File: src/rtl/clmul_acc_8bit.sv
// Carry-less 8x8 multiply (low byte only) with XOR accumulation over FRAME_LEN
// operand pairs; one result per frame delivered over a valid/ready handshake.
module clmul_acc_8bit #(
    parameter int FRAME_LEN = 4
) (
    input  logic       clk,
    input  logic       rst,
    input  logic       in_valid,
    output logic       in_ready,
    input  logic [7:0] in_a,
    input  logic [7:0] in_b,
    output logic       out_valid,
    input  logic       out_ready,
    output logic [7:0] out_data,
    output logic [7:0] frame_cnt
);

    typedef enum logic [1:0] {
        ST_ACC   = 2'd0,
        ST_DRAIN = 2'd1,
        ST_HOLD  = 2'd2
    } state_t;

    localparam logic [4:0] LAST_IDX = 5'(FRAME_LEN - 1);

    // Low byte of the carry-less product: bit k collects every a[i]&b[k-i].
    function automatic logic [7:0] clmul8_lo(input logic [7:0] a, input logic [7:0] b);
        logic [7:0] p;
        p = 8'h00;
        for (int k = 0; k < 8; k++) begin
            for (int i = 0; i <= k; i++) begin
                p[k] = p[k] ^ (a[i] & b[k - i]);
            end
        end
        return p;
    endfunction

    state_t     r_state;
    state_t     w_state_next;

    logic [4:0] r_cnt;
    logic       r_s1_valid;
    logic [7:0] r_s1_a;
    logic [7:0] r_s1_b;
    logic       r_s1_first;
    logic       r_s1_last;
    logic [7:0] r_acc;

    logic       r_in_ready;
    logic       r_out_valid;
    logic [7:0] r_out_data;
    logic [7:0] r_frame_cnt;

    logic       w_accept;
    logic       w_handshake;
    logic       w_first;
    logic       w_last;
    logic [7:0] w_prod;
    logic       w_in_ready_next;
    logic       w_out_valid_next;
    logic       w_load_out;

    assign w_accept    = in_valid & r_in_ready;
    assign w_handshake = r_out_valid & out_ready;
    assign w_first     = (r_cnt == 5'd0);
    assign w_last      = (r_cnt == LAST_IDX);
    assign w_prod      = clmul8_lo(r_s1_a, r_s1_b);

    // State register
    always_ff @(posedge clk) begin
        if (rst) begin
            r_state <= ST_ACC;
        end else begin
            r_state <= w_state_next;
        end
    end

    // Next-state logic; DRAIN waits until the last pair has left stage 1
    always_comb begin
        w_state_next = r_state;
        case (r_state)
            ST_ACC: begin
                if (w_accept && w_last) begin
                    w_state_next = ST_DRAIN;
                end else begin
                    w_state_next = ST_ACC;
                end
            end
            ST_DRAIN: begin
                if (r_s1_valid && r_s1_last) begin
                    w_state_next = ST_DRAIN;
                end else begin
                    w_state_next = ST_HOLD;
                end
            end
            ST_HOLD: begin
                if (w_handshake) begin
                    w_state_next = ST_ACC;
                end else begin
                    w_state_next = ST_HOLD;
                end
            end
            default: begin
                w_state_next = ST_ACC;
            end
        endcase
    end

    // Output decode: next values of the registered handshake outputs
    always_comb begin
        w_in_ready_next  = 1'b0;
        w_out_valid_next = 1'b0;
        w_load_out       = 1'b0;
        case (w_state_next)
            ST_ACC: begin
                w_in_ready_next = 1'b1;
            end
            ST_HOLD: begin
                w_out_valid_next = 1'b1;
                if (r_state == ST_DRAIN) begin
                    w_load_out = 1'b1;
                end else begin
                    w_load_out = 1'b0;
                end
            end
            default: begin
                w_in_ready_next  = 1'b0;
                w_out_valid_next = 1'b0;
            end
        endcase
    end

    // Registered outputs; in_ready stays low for the reset cycle itself
    always_ff @(posedge clk) begin
        if (rst) begin
            r_in_ready  <= 1'b0;
            r_out_valid <= 1'b0;
            r_out_data  <= 8'h00;
        end else begin
            r_in_ready  <= w_in_ready_next;
            r_out_valid <= w_out_valid_next;
            if (w_load_out) begin
                r_out_data <= r_acc;
            end else begin
                r_out_data <= r_out_data;
            end
        end
    end

    // Position of the next accepted pair within the frame
    always_ff @(posedge clk) begin
        if (rst) begin
            r_cnt <= 5'd0;
        end else if (w_accept) begin
            if (w_last) begin
                r_cnt <= 5'd0;
            end else begin
                r_cnt <= r_cnt + 5'd1;
            end
        end else begin
            r_cnt <= r_cnt;
        end
    end

    // Stage 1: operand capture with frame-position flags
    always_ff @(posedge clk) begin
        if (rst) begin
            r_s1_valid <= 1'b0;
            r_s1_a     <= 8'h00;
            r_s1_b     <= 8'h00;
            r_s1_first <= 1'b0;
            r_s1_last  <= 1'b0;
        end else begin
            r_s1_valid <= w_accept;
            if (w_accept) begin
                r_s1_a     <= in_a;
                r_s1_b     <= in_b;
                r_s1_first <= w_first;
                r_s1_last  <= w_last;
            end else begin
                r_s1_a     <= r_s1_a;
                r_s1_b     <= r_s1_b;
                r_s1_first <= r_s1_first;
                r_s1_last  <= r_s1_last;
            end
        end
    end

    // Stage 2: first product of a frame overwrites, later ones XOR in
    always_ff @(posedge clk) begin
        if (rst) begin
            r_acc <= 8'h00;
        end else if (r_s1_valid) begin
            if (r_s1_first) begin
                r_acc <= w_prod;
            end else begin
                r_acc <= r_acc ^ w_prod;
            end
        end else begin
            r_acc <= r_acc;
        end
    end

    // Delivered-result counter, wraps naturally at 8 bits
    always_ff @(posedge clk) begin
        if (rst) begin
            r_frame_cnt <= 8'h00;
        end else if (w_handshake) begin
            r_frame_cnt <= r_frame_cnt + 8'd1;
        end else begin
            r_frame_cnt <= r_frame_cnt;
        end
    end

    assign in_ready  = r_in_ready;
    assign out_valid = r_out_valid;
    assign out_data  = r_out_data;
    assign frame_cnt = r_frame_cnt;

endmodule

File: config.mk
export PLATFORM = sky130hd
export DESIGN_NAME = clmul_acc_8bit
export DESIGN_NICKNAME = d
export VERILOG_FILES = /design/src/rtl/clmul_acc_8bit.sv
export SDC_FILE = /design/constraint.sdc
export NUM_CORES = 1
export LEC_CHECK = 0
export CORE_MARGIN = 8
export CORE_UTILIZATION = 53
export CTS_CLUSTER_SIZE = 12
export DETAILED_ROUTE_END_ITERATION = 8
export PLACE_DENSITY = 0.78
export SYNTH_ARGS = -nofsm -noshare
export SYNTH_HDL_FRONTEND = slang
export SYNTH_SLANG_ARGS = --single-unit
export TNS_END_PERCENT = 10
File: constraint.sdc
create_clock -name clk -period 1.9 [get_ports clk]
set_input_delay 0.38 -clock clk [delete_from_list [all_inputs] [get_ports clk]]
set_output_delay 0.38 -clock clk [all_outputs]
set_load 0.01 [all_outputs]
==> results of run 1 <==
-- layout by cell type (no fill, tap or decap), types with 2 or more instances in the layout --
master,count
nand2_1,73
inv_1,2
xor2_1,16
a21oi_1,21
mux2_2,4
a22oi_1,4
nand2b_1,4
buf_4,8
o21ai_0,5
a211oi_1,2
nand4_1,2
ha_1,3
clkdlybuf4s50_1,37
nand3_1,3
clkbuf_8,5
mux2i_1,12
xnor2_1,24
and2_1,2
nor2_1,28
dfxtp_1,52
nor3_1,6
and3_1,3
-- metal layers --
layer,GRT usage,part of all wire,vias up
li1,-,-,1018
met1,0.164,0.46,930
met2,0.246,0.49,32
met3,0.0381,0.037,8
met4,0.0471,0.012,0
met5,0,0,-
-- cell type report --
| cell class | count | area [sq um] |
|---|---|---|
| flip-flops and latches | 52 | 1040 |
| multi-input cells | 222 | 1320 |
| inverters | 2 | 7.51 |
| clock inverters | 1 | 30.0 |
| clock buffers | 5 | 68.8 |
| well taps | 52 | 65.1 |
| fillers | 361 | 1430 |
| repair buffers | 46 | 450 |
-- per-stage QoR --
stage	utilization	hold WS (ns)
3_3_place_gp	0.653	0.449
6_report	0.675	0.472
2_1_floorplan	-	0.437
5_1_grt	0.675	0.499
3_5_place_dp	0.653	0.460
4_1_cts	0.675	0.473
-- flip-flops by register name, indices dropped and copies added, names as in the netlist, 2 cells and up --
name / cells
r_cnt: 5
r_s1_b: 8
out_data: 8
r_acc: 8
r_state: 2
r_s1_a: 8
frame_cnt: 8
-- final timing paths --
| kind | cells past startpoint | startpoint | slack (ns) | to |
|---|---|---|---|---|
| hold / removal | 2 | r_s1_b[7] | 0.47 | r_s1_b[7] |
| hold reg to reg | 2 | r_s1_b[7] | 0.47 | r_s1_b[7] |
| setup reg to reg | 6 | r_s1_b[1] | 0.31 | r_acc[7] |
| setup / recovery | 1 | frame_cnt[3] | 0.25 | frame_cnt[3] |
-- logic make-up (layout without fill, tap and decap cells) --
group,count (synthesis),count (layout),synth area share
AND/OR/NAND/NOR,128,128,0.222
adder cells (fa/ha/maj),3,3,0.0153
multiplexers,16,16,0.0673
flip-flops,52,52,0.424
AO/OA/AOI/OAI,33,33,0.0739
buffers and inverters,20,54,0.0382
XOR/XNOR,42,42,0.159
-- power breakdown --
group          total (mW)  switching, mW  internal (mW)
Combinational       0.163         0.0734         0.0895
Clock               0.704          0.325          0.378
Sequential           1.15         0.0345           1.11
Total                2.02          0.433           1.58
==> results.ini, run 1 <==
[final_layout]
final_cell_area_sq_um=2980
fin_nets=352
final_layout_size_suffix_gt1_frac=0.0671
diodes=0
area_growth_pct=21.5
final_cells=380

[timing]
period_needed_ns=1.65
clock_skew_ns=0.00972
layout_setup_ws_ns=0.254
rsz0062_at_grt=false
maxSlewHeadroom=0.585
setup_tns_ns=0
worst_pin_slew_ns=0.620
hold_violations=0
max_freq_mhz=608
post-route-period-util=0.866
setup-violations-final=0
final_max_slew_viol_count=0

[yosys]
netlist_top_cells_count=73 x nand2_1, 52 x dfxtp_1, 28 x nor2_1
synth_most_common_cell=nand2_1
synth_area_leaders=dfxtp_1 42%, nand2_1 11%, xnor2_1 8.6%
synth_cell_types=33
synth_seq_cells=52
synth_area_sq_um=2450
synth_ff_type=dfxtp_1
syn_avg_cell_area_sq_um=8.35
synth_nets=317
synth_top_area_frac=0.424
synth_warnings=0
async_flop_share=0
syn-instance-count=294
synth_top_area_cell=dfxtp_1
yosysSeqAreaShare=0.424
synth-edff-count=0

[cts]
path_clk_slew_ns=0.09
numCtsBuffers=5
cts_repair_resize_count=0
root_buffer=clkbuf_8
cts_setup_buffers=0
hold_buffers=0
clk_latency_ns=0.30
clock_path_buffers=2
cts_sinks=52
cts_tree=built
htreeDepth=2

[drt]
route.detailed.drc=0
dr.first_iter.drc_count=121
totalWireLength_um=4860
vias=1988
post_drt_wl_per_cell_um=12.8
vias_per_cell=5.23
detail-route-antenna-nets=0
firstDrtPassIters=4

[worst_setup_path]
arrival_ns=1.27
critical_path.slowest_cell=clkdlybuf4s50_1
critical-path-max-stage-delay_ns=0.57
crit_path_end_kind=output port
path_delay_family=buffers and inverters
path_buf_inv=1
cp_max_fo=5
crit_path_cell_trace=clkdlybuf4s50_1
cp_data_required_time_ns=1.52
worst-setup-path-type=register to output port
crit_path_start_kind=register

[floorplanning]
placementRows=24
die_w_um=84.0
ioPinCount=38
core_area_sq_um=4410
die_h_um=84.0
start_util=0.556
die_area_sq_um=7060

[place]
io_buffers=37
dp_hpwl_um=3560
gp_congestion=0.858
dpl_cell_area_sq_um=2880
dp_worst_setup_slack_ns=0.216
placedCellCount=374

[outcome]
outcome=complete, no violations

[global_route]
grt_pass1_wl_um=8540
grtUsageTotal=0.142
grt.overflow.total=0
grt_max_degree=53
antenna_found_initial=0
grt_pass1_vias=1949

[min_path]
hold_path_class=register to register

[pwr]
p_per_area_nw_per_um2=676
ir_worst_vdd_uv=554
leakage_nw=1.13
power_mw=2.02

[job]
cap_violations=0

Note: power is estimated with default switching activity, not from simulation.
==> run 2: changes to the inputs <==
--- a/config.mk
+++ b/config.mk
@@ -5,6 +5,7 @@
 export SDC_FILE = /design/constraint.sdc
 export NUM_CORES = 1
 export LEC_CHECK = 0
+export CORE_ASPECT_RATIO = 1.25
 export CORE_MARGIN = 8
 export CORE_UTILIZATION = 53
 export CTS_CLUSTER_SIZE = 12
==> results.ini, run 2 (same netlist as run 1, synthesis figures left out) <==
[outcome]
outcome=complete, no violations

[global_route]
antenna_found_initial=0
grt_max_degree=53
grt_pass1_wl_um=8420
grt.overflow.total=0
grtUsageTotal=0.141
grt_pass1_vias=2004

[final_layout]
multi_input_comb_area_sq_um=1320
diodes=0
final_common_cell=nand2_1
final_cell_area_sq_um=2990
final_layout_size_suffix_gt1_frac=0.0755
mostFrequentLayoutCells=73 x nand2_1, 52 x dfxtp_1, 37 x clkdlybuf4s50_1
fin_nets=353
final_cells=389
seq_area_sq_um=1040
n_fill_cell=391
area_growth_pct=22.0

[worst_setup_path]
crit_path_cell_trace=clkdlybuf4s50_1
critical_path.slowest_cell=clkdlybuf4s50_1
path_delay_family=buffers and inverters
worst-setup-path-type=register to output port
cp_data_required_time_ns=1.52
critical-path-max-stage-delay_ns=0.57
arrival_ns=1.28
crit_path_start_kind=register
cp_max_fo=4
path_buf_inv=1
crit_path_end_kind=output port

[job]
cap_violations=0

[pwr]
p_seq_frac=0.581
comb_power_share=0.086
p_per_area_nw_per_um2=658
pwr-share-clk=0.333
leakage_nw=1.13
intPower_mw=1.50
ir_worst_vdd_uv=432
swShare=0.237
power_mw=1.97
switchingPower_uw=466

[drt]
highest_layer=met4
wl_met3_um=179
totalWireLength_um=4680
route.detailed.drc=0
met1_length_um=2020
firstDrtPassIters=4
detail-route-antenna-nets=0
wl_met2_um=2360
dr.first_iter.drc_count=42
vias_per_cell=5.14
vias=1998
post_drt_wl_per_cell_um=12.0

[cts]
path_clk_slew_ns=0.09
root_buffer=clkbuf_8
cts_tree=built
hold_buffers=0
cts_repair_resize_count=0
cts_sinks=52
numCtsBuffers=5
clock_path_buffers=2
htreeDepth=2
cts_setup_buffers=0
clk_latency_ns=0.30

[timing]
setup_tns_ns=0
worst_pin_slew_ns=0.366
maxSlewHeadroom=0.756
clock_skew_ns=0.00821
layout_setup_ws_ns=0.240
final_max_slew_viol_count=0
post-route-period-util=0.873
setup-violations-final=0
period_needed_ns=1.66
rsz0062_at_grt=false
hold_violations=0
max_freq_mhz=603

[floorplanning]
placementRows=27
start_util=0.554
die_w_um=76.9
die_area_sq_um=7080
ioPinCount=38
core_area_sq_um=4430
die_h_um=92.1

[place]
dp_hpwl_um=3340
io_buffers=37
dp_worst_setup_slack_ns=0.114
dpl_cell_area_sq_um=2900
placedCellCount=381
gp_congestion=0.856

[min_path]
hold_path_class=register to register

run 2: cell count changes in the layout (fill, tap and decap cells not counted):
cell	change
buf_4	+1
bufinv_16	-1
clkinv_2	+1
inv_6	+1
clkbuf_8	+1
run 2: power by group through the flow:
stage / Combinational, mW / Clock [mW] / Sequential [mW]
6_report: 0.170 / 0.656 / 1.14
2_1_floorplan: 0.107 / 0 / 1.16
3_5_place_dp: 0.171 / 0 / 1.17
3_3_place_gp: 0.167 / 0 / 1.17
5_1_grt: 0.190 / 0.710 / 1.15
4_1_cts: 0.172 / 0.676 / 1.14
run 2: path summary, 6_finish.rpt:
check                from            to  slack [ns]  cells past startpoint
max          frame_cnt[0]  frame_cnt[0]        0.24                      1
min             r_s1_b[7]     r_s1_b[7]        0.47                      2
max reg2reg     r_s1_b[1]      r_acc[7]        0.33                      6
min reg2reg     r_s1_b[7]     r_s1_b[7]        0.47                      2
run 2: final cells by class:
type / count / area share
inverters: 2 / 0.00251
multi-input cells: 222 / 0.440
clock inverters: 2 / 0.00460
flip-flops and latches: 52 / 0.348
clock buffers: 6 / 0.0276
well taps: 58 / 0.0242
repair buffers: 47 / 0.153
run 2: routing by layer:
metal  global-route usage  up-vias
met3               0.0352       12
li1                     -     1020
met4               0.0756        0
met2                0.258       43
met1                0.143      923
met5                    0        -
run 2: worst reg2reg max path, delay by kind of cell, from the launching register on:
| kind | cells | cell delay, ns |
|---|---|---|
| mux | 1 | 0.13 |
| flops | 1 | 0.55 |
| simple gates | 2 | 0.14 |
| xor+xnor | 3 | 0.64 |
run 2: through the flow:
step / utilization / hold slack (ns)
after floorplan: - / 0.437
after global placement: 0.655 / 0.447
after CTS: 0.677 / 0.473
after global routing: 0.677 / 0.506
after detailed placement: 0.655 / 0.459
final: 0.677 / 0.474
==> RTL change 1: new RTL, settings of run 1 <==
Put one more register stage on the output `frame_cnt`. The value now appears one clock later. The other outputs are not delayed to match.
--- a/src/rtl/clmul_acc_8bit.sv
+++ b/src/rtl/clmul_acc_8bit.sv
@@ -215,7 +215,13 @@
     assign in_ready  = r_in_ready;
     assign out_valid = r_out_valid;
     assign out_data  = r_out_data;
-    assign frame_cnt = r_frame_cnt;
+    always_ff @(posedge clk) begin
+        if (rst) begin
+            frame_cnt <= '0;
+        end else begin
+            frame_cnt <= r_frame_cnt;
+        end
+    end
 
 endmodule
 
Formal check against the unedited RTL: not equivalent (a bounded check fails within 10 cycles, from zero or initial values and one cycle with rst high).
==> RTL change 1 against run 1 <==
- global-route usage is 0.77 points higher
- synthesized area is 7.7% higher
- die area up 6.2%
- first-iteration DRC count fell by 56%
- routed wire length rose by 3.1%
- non-clock buffer count up 3
- total power up 39%
- sequential cell count rose by 8
- synthesized cell count rose by 6.5%
- worst setup slack gained 16 ps
- design area is 12% higher
- via count rose by 5.4%
- core utilization grew 2.5 points
- critical path type unchanged
- critical endpoint is now in_ready
==> RTL change 1: results (changes against run 1) <==
synthXorXnorAreaFrac: 0.1473  # -0.01134
synthAdderAreaFrac: 0.01420  # -0.001094
first_iter_violations: 53  # -56%
htreeDepth: 3  # +1
finClkSkew_ps: 9.317  # -0.4064 ps
synthMuxAreaShare: 0.04167  # -0.02565
drive_gt1_frac: 0.08635  # +0.01928
worstPathArrival_ps: 1250  # -20 ps
crit_fanout: 3  # -2
yosysWarningCount: 0  # unchanged
yosys-top-cells-count: "74 x nand2_1, 60 x dfxtp_1, 28 x nor2_1"
numCtsBuffers: 9  # +4
insertion_delay_ps: 340  # +40 ps
gp_congestion: 0.8438  # -1.7%
grt_pass1_wl_um: 8832  # +3.5%
viasPerCell: 4.920  # -6.0%
synth_compound_area_frac: 0.07623  # +0.002289
syn_nets: 336  # +6.0%
synth.distinct_cells: 31  # -6.1%
wl_per_cell_um: 11.77  # -8.0%
antenna_cells: 0  # unchanged
tightest_slew_ps: 606.7  # -13.75 ps
dp_hpwl_um: 3553  # -0.17%
ys_seq_area_frac: 0.4545  # +0.03027
postPlaceCellArea_um2: 3094  # +7.3%
grt_max_degree: 22  # -58%
path_clk_slew_ps: 60  # -30 ps
grt_util_all_layers: 0.1501  # +0.007682
fin_nets: 377  # +7.1%
status: "complete, no violations"
peakVddDrop_mv: 0.6721  # +21%
die_w_um: 86.61  # +3.1%
## RTL change 1: cell types whose count changed after synthesis, moves of 3 or more
cell and delta:
nor2b_1 +8, mux2_2 -4, nand2b_1 +3, a22oi_1 -4
dfxtp_1 +8, a32oi_1 +3, a21oi_1 +3
## RTL change 1: layout make-up
type                            count  area share
Clock buffer                       12     0.04961
Clock inverter                      4     0.02104
Inverter                            4    0.004510
Multi-Input combinational cell    230      0.4021
Sequential cell                    60      0.3608
Tap cell                           67     0.02518
Timing Repair Buffer               49      0.1368
## RTL change 1: stage by stage
stage	cells	utilization	hold WS [ps]
detailed placement	410	0.6508	453.7
floorplan	313	-	436.6
global placement	410	0.6508	444.4
CTS	426	0.7003	414.7
global route	426	0.7003	447.9
finish	426	0.7003	429.4
## RTL change 1: worst reg2reg max path, cell delays in order, from the launching register on
cell     delay, ps
dfxtp_1        490
nand2_2        110
xnor2_2        170
xnor3_1        350
xnor2_1        140
mux2i_1        130
nor2_1          50
## RTL change 1: metal layers
metal / GRT usage / wire [µm] / vias to the layer above
met3: 0.05671 / 289 / 12
li1: - / - / 1089
met4: 0.09546 / 100 / 0
met1: 0.1678 / 2334 / 950
met5: 0 / 0 / -
met2: 0.2347 / 2288 / 45
## RTL change 1: kinds of logic (layout without fill, tap and decap cells)
family	count (synthesis)	count (layout)
AOI/OAI and AO/OA	36	36
muxes	11	11
and+or+nand+nor	138	138
adders and majority gates	3	3
DFF	60	60
buffers and inverters	23	69
xor gates and xnor gates	42	42
## RTL change 1: where the power goes
part / switching (µW) / leakage (µW) / internal, µW
clock: 483 / 0.000122 / 841
combinational: 77.3 / 0.000646 / 88.1
sequential: 31.9 / 0.000486 / 1280
## RTL change 1: final timing paths
path,endpoint,depth (start not counted),slack (ps),from
setup / recovery,in_ready,1,270,in_ready
hold / removal,out_data[7],2,430,rst
setup reg to reg,r_acc[7],6,350,r_s1_a[3]
hold reg to reg,r_s1_b[7],2,460,r_s1_b[7]
==> RTL change 2: new RTL, settings of run 1 <==
Made on the original files. Encoding of `state_t`: now one-hot (3 bits for 3 states).
--- a/src/rtl/clmul_acc_8bit.sv
+++ b/src/rtl/clmul_acc_8bit.sv
@@ -15,10 +15,10 @@
     output logic [7:0] frame_cnt
 );
 
-    typedef enum logic [1:0] {
-        ST_ACC   = 2'd0,
-        ST_DRAIN = 2'd1,
-        ST_HOLD  = 2'd2
+    typedef enum logic [2:0] {
+        ST_ACC   = 3'b001,
+        ST_DRAIN = 3'b010,
+        ST_HOLD  = 3'b100
     } state_t;
 
     localparam logic [4:0] LAST_IDX = 5'(FRAME_LEN - 1);
Check against the original RTL: same outputs for any inputs over 10 cycles, from zero or initial values and one cycle with rst high; not proved beyond that.
==> RTL change 2 against run 1 <==
- routed wire length down 5.1%
- sequential cell count up 1
- design area up 2.2%
- core utilization down 1.7 points
- worst setup slack worse by 49 ps
- via count up 1.0%
- worst hold slack worse by 5.9 ps
- total power up 2.1%
- synthesized area up 1.9%
- critical path type unchanged
- largest cell class unchanged
- largest power group unchanged
==> RTL change 2: results (changes against run 1) <==
multi_input_cells: 230  # +3.6%
grt_max_degree: 54  # +1.9%
avgSynthCellArea_um2: 8.223  # -1.5%
worstPathArrival_ps: 1310  # +40 ps
synth_compound_area_frac: 0.08659  # +0.01264
max_slew_margin: 0.7088  # +0.1237
dp_hpwl_um: 3324  # -6.6%
finClkSkew_ps: 7.629  # -2.095 ps
yosys-top-cells-count: "77 x nand2_1, 53 x dfxtp_1, 28 x nor2_1"
critPathMaxStageDelay_ps: 580
fin_nets: 363  # +3.1%
crit_fanout: 6  # +1
clk_share: 0.03407  # +0.0009208
viasPerCell: 5.096  # -2.6%
grt_util_all_layers: 0.1382  # -0.004214
fillCellCount: 399  # +11%
sh_seq_area: 0.3481  # -0.001027
use_met3: 0.04780  # +0.009719
ys_seq_area_frac: 0.4244  # about the same
use_met1: 0.1711  # +0.006968
fin_crit_ps: 1695  # +48.92 ps
inv_count: 3  # +1
status: "complete, no violations"
route.layer.met1.wl_um: 2220  # -0.54%
synth-seq-cells: 53  # +1.9%
r2r_start: "r_s1_b[3]"
synthMuxAreaShare: 0.06206  # -0.005251
drive_gt1_frac: 0.07353  # +0.006456
endpoint: "frame_cnt[3]"
hold_end: "r_s1_b[7]"
synth_area_leaders: "dfxtp_1 42%, nand2_1 12%, xnor2_1 8.4%"
nonClkBufAreaFrac: 0.1486  # -0.002466
syn_to_final_growth_pct: 21.92
rrSetupSlack_ps: 340  # +30 ps
wl_met2_um: 2040  # -15%
syn_nets: 327  # +3.2%
leakage_uw: 0.001127  # +0.12%
synthXorXnorAreaFrac: 0.1517  # -0.006941
wl_met3_um: 266  # +49%
peakVddDrop_mv: 0.4842  # -13%
synth.distinct_cells: 30  # -9.1%
first_iter_violations: 113  # -6.6%
grt_pass1_vias: 1932  # -0.87%
postPlaceCellArea_um2: 2944  # +2.1%
drt_wl_total_um: 4612  # -5.1%
gp_congestion: 0.8190  # -4.6%
grt_pass1_wl_um: 8397  # -1.6%
multi_input_area_share: 0.4434  # +0.001054
[RTL change 2: cell types whose count changed in the layout (fill, tap and decap cells not counted), moves of 2 or more]
| cell | change |
|---|---|
| nand2_1 | +4 |
| nand4_1 | +3 |
| a21oi_1 | +2 |
| nand3_1 | -2 |
| xor2_1 | -3 |
[RTL change 2: metrics by stage]
| stage | cells | util | hold WS (ps) | total power, µW | setup slack, ps |
|---|---|---|---|---|---|
| final | 394 | 0.6584 | 466.0 | 2058 | 205.2 |
| after global routing | 394 | 0.6584 | 491.5 | 2152 | 138.9 |
| after CTS | 394 | 0.6584 | 465.7 | 2080 | 189.5 |
| after detailed placement | 387 | 0.6359 | 452.7 | 1354 | 179.3 |
| after global placement | 387 | 0.6359 | 446.8 | 1351 | 206.1 |
| after floorplan | 304 | - | 436.6 | 1283 | 451.7 |
[RTL change 2: where the power goes]
group | switching (µW) | total, µW | internal (µW)
Clock | 348 | 731 | 383
Sequential | 29.3 | 1160 | 1130
Combinational | 74.1 | 163 | 89.0
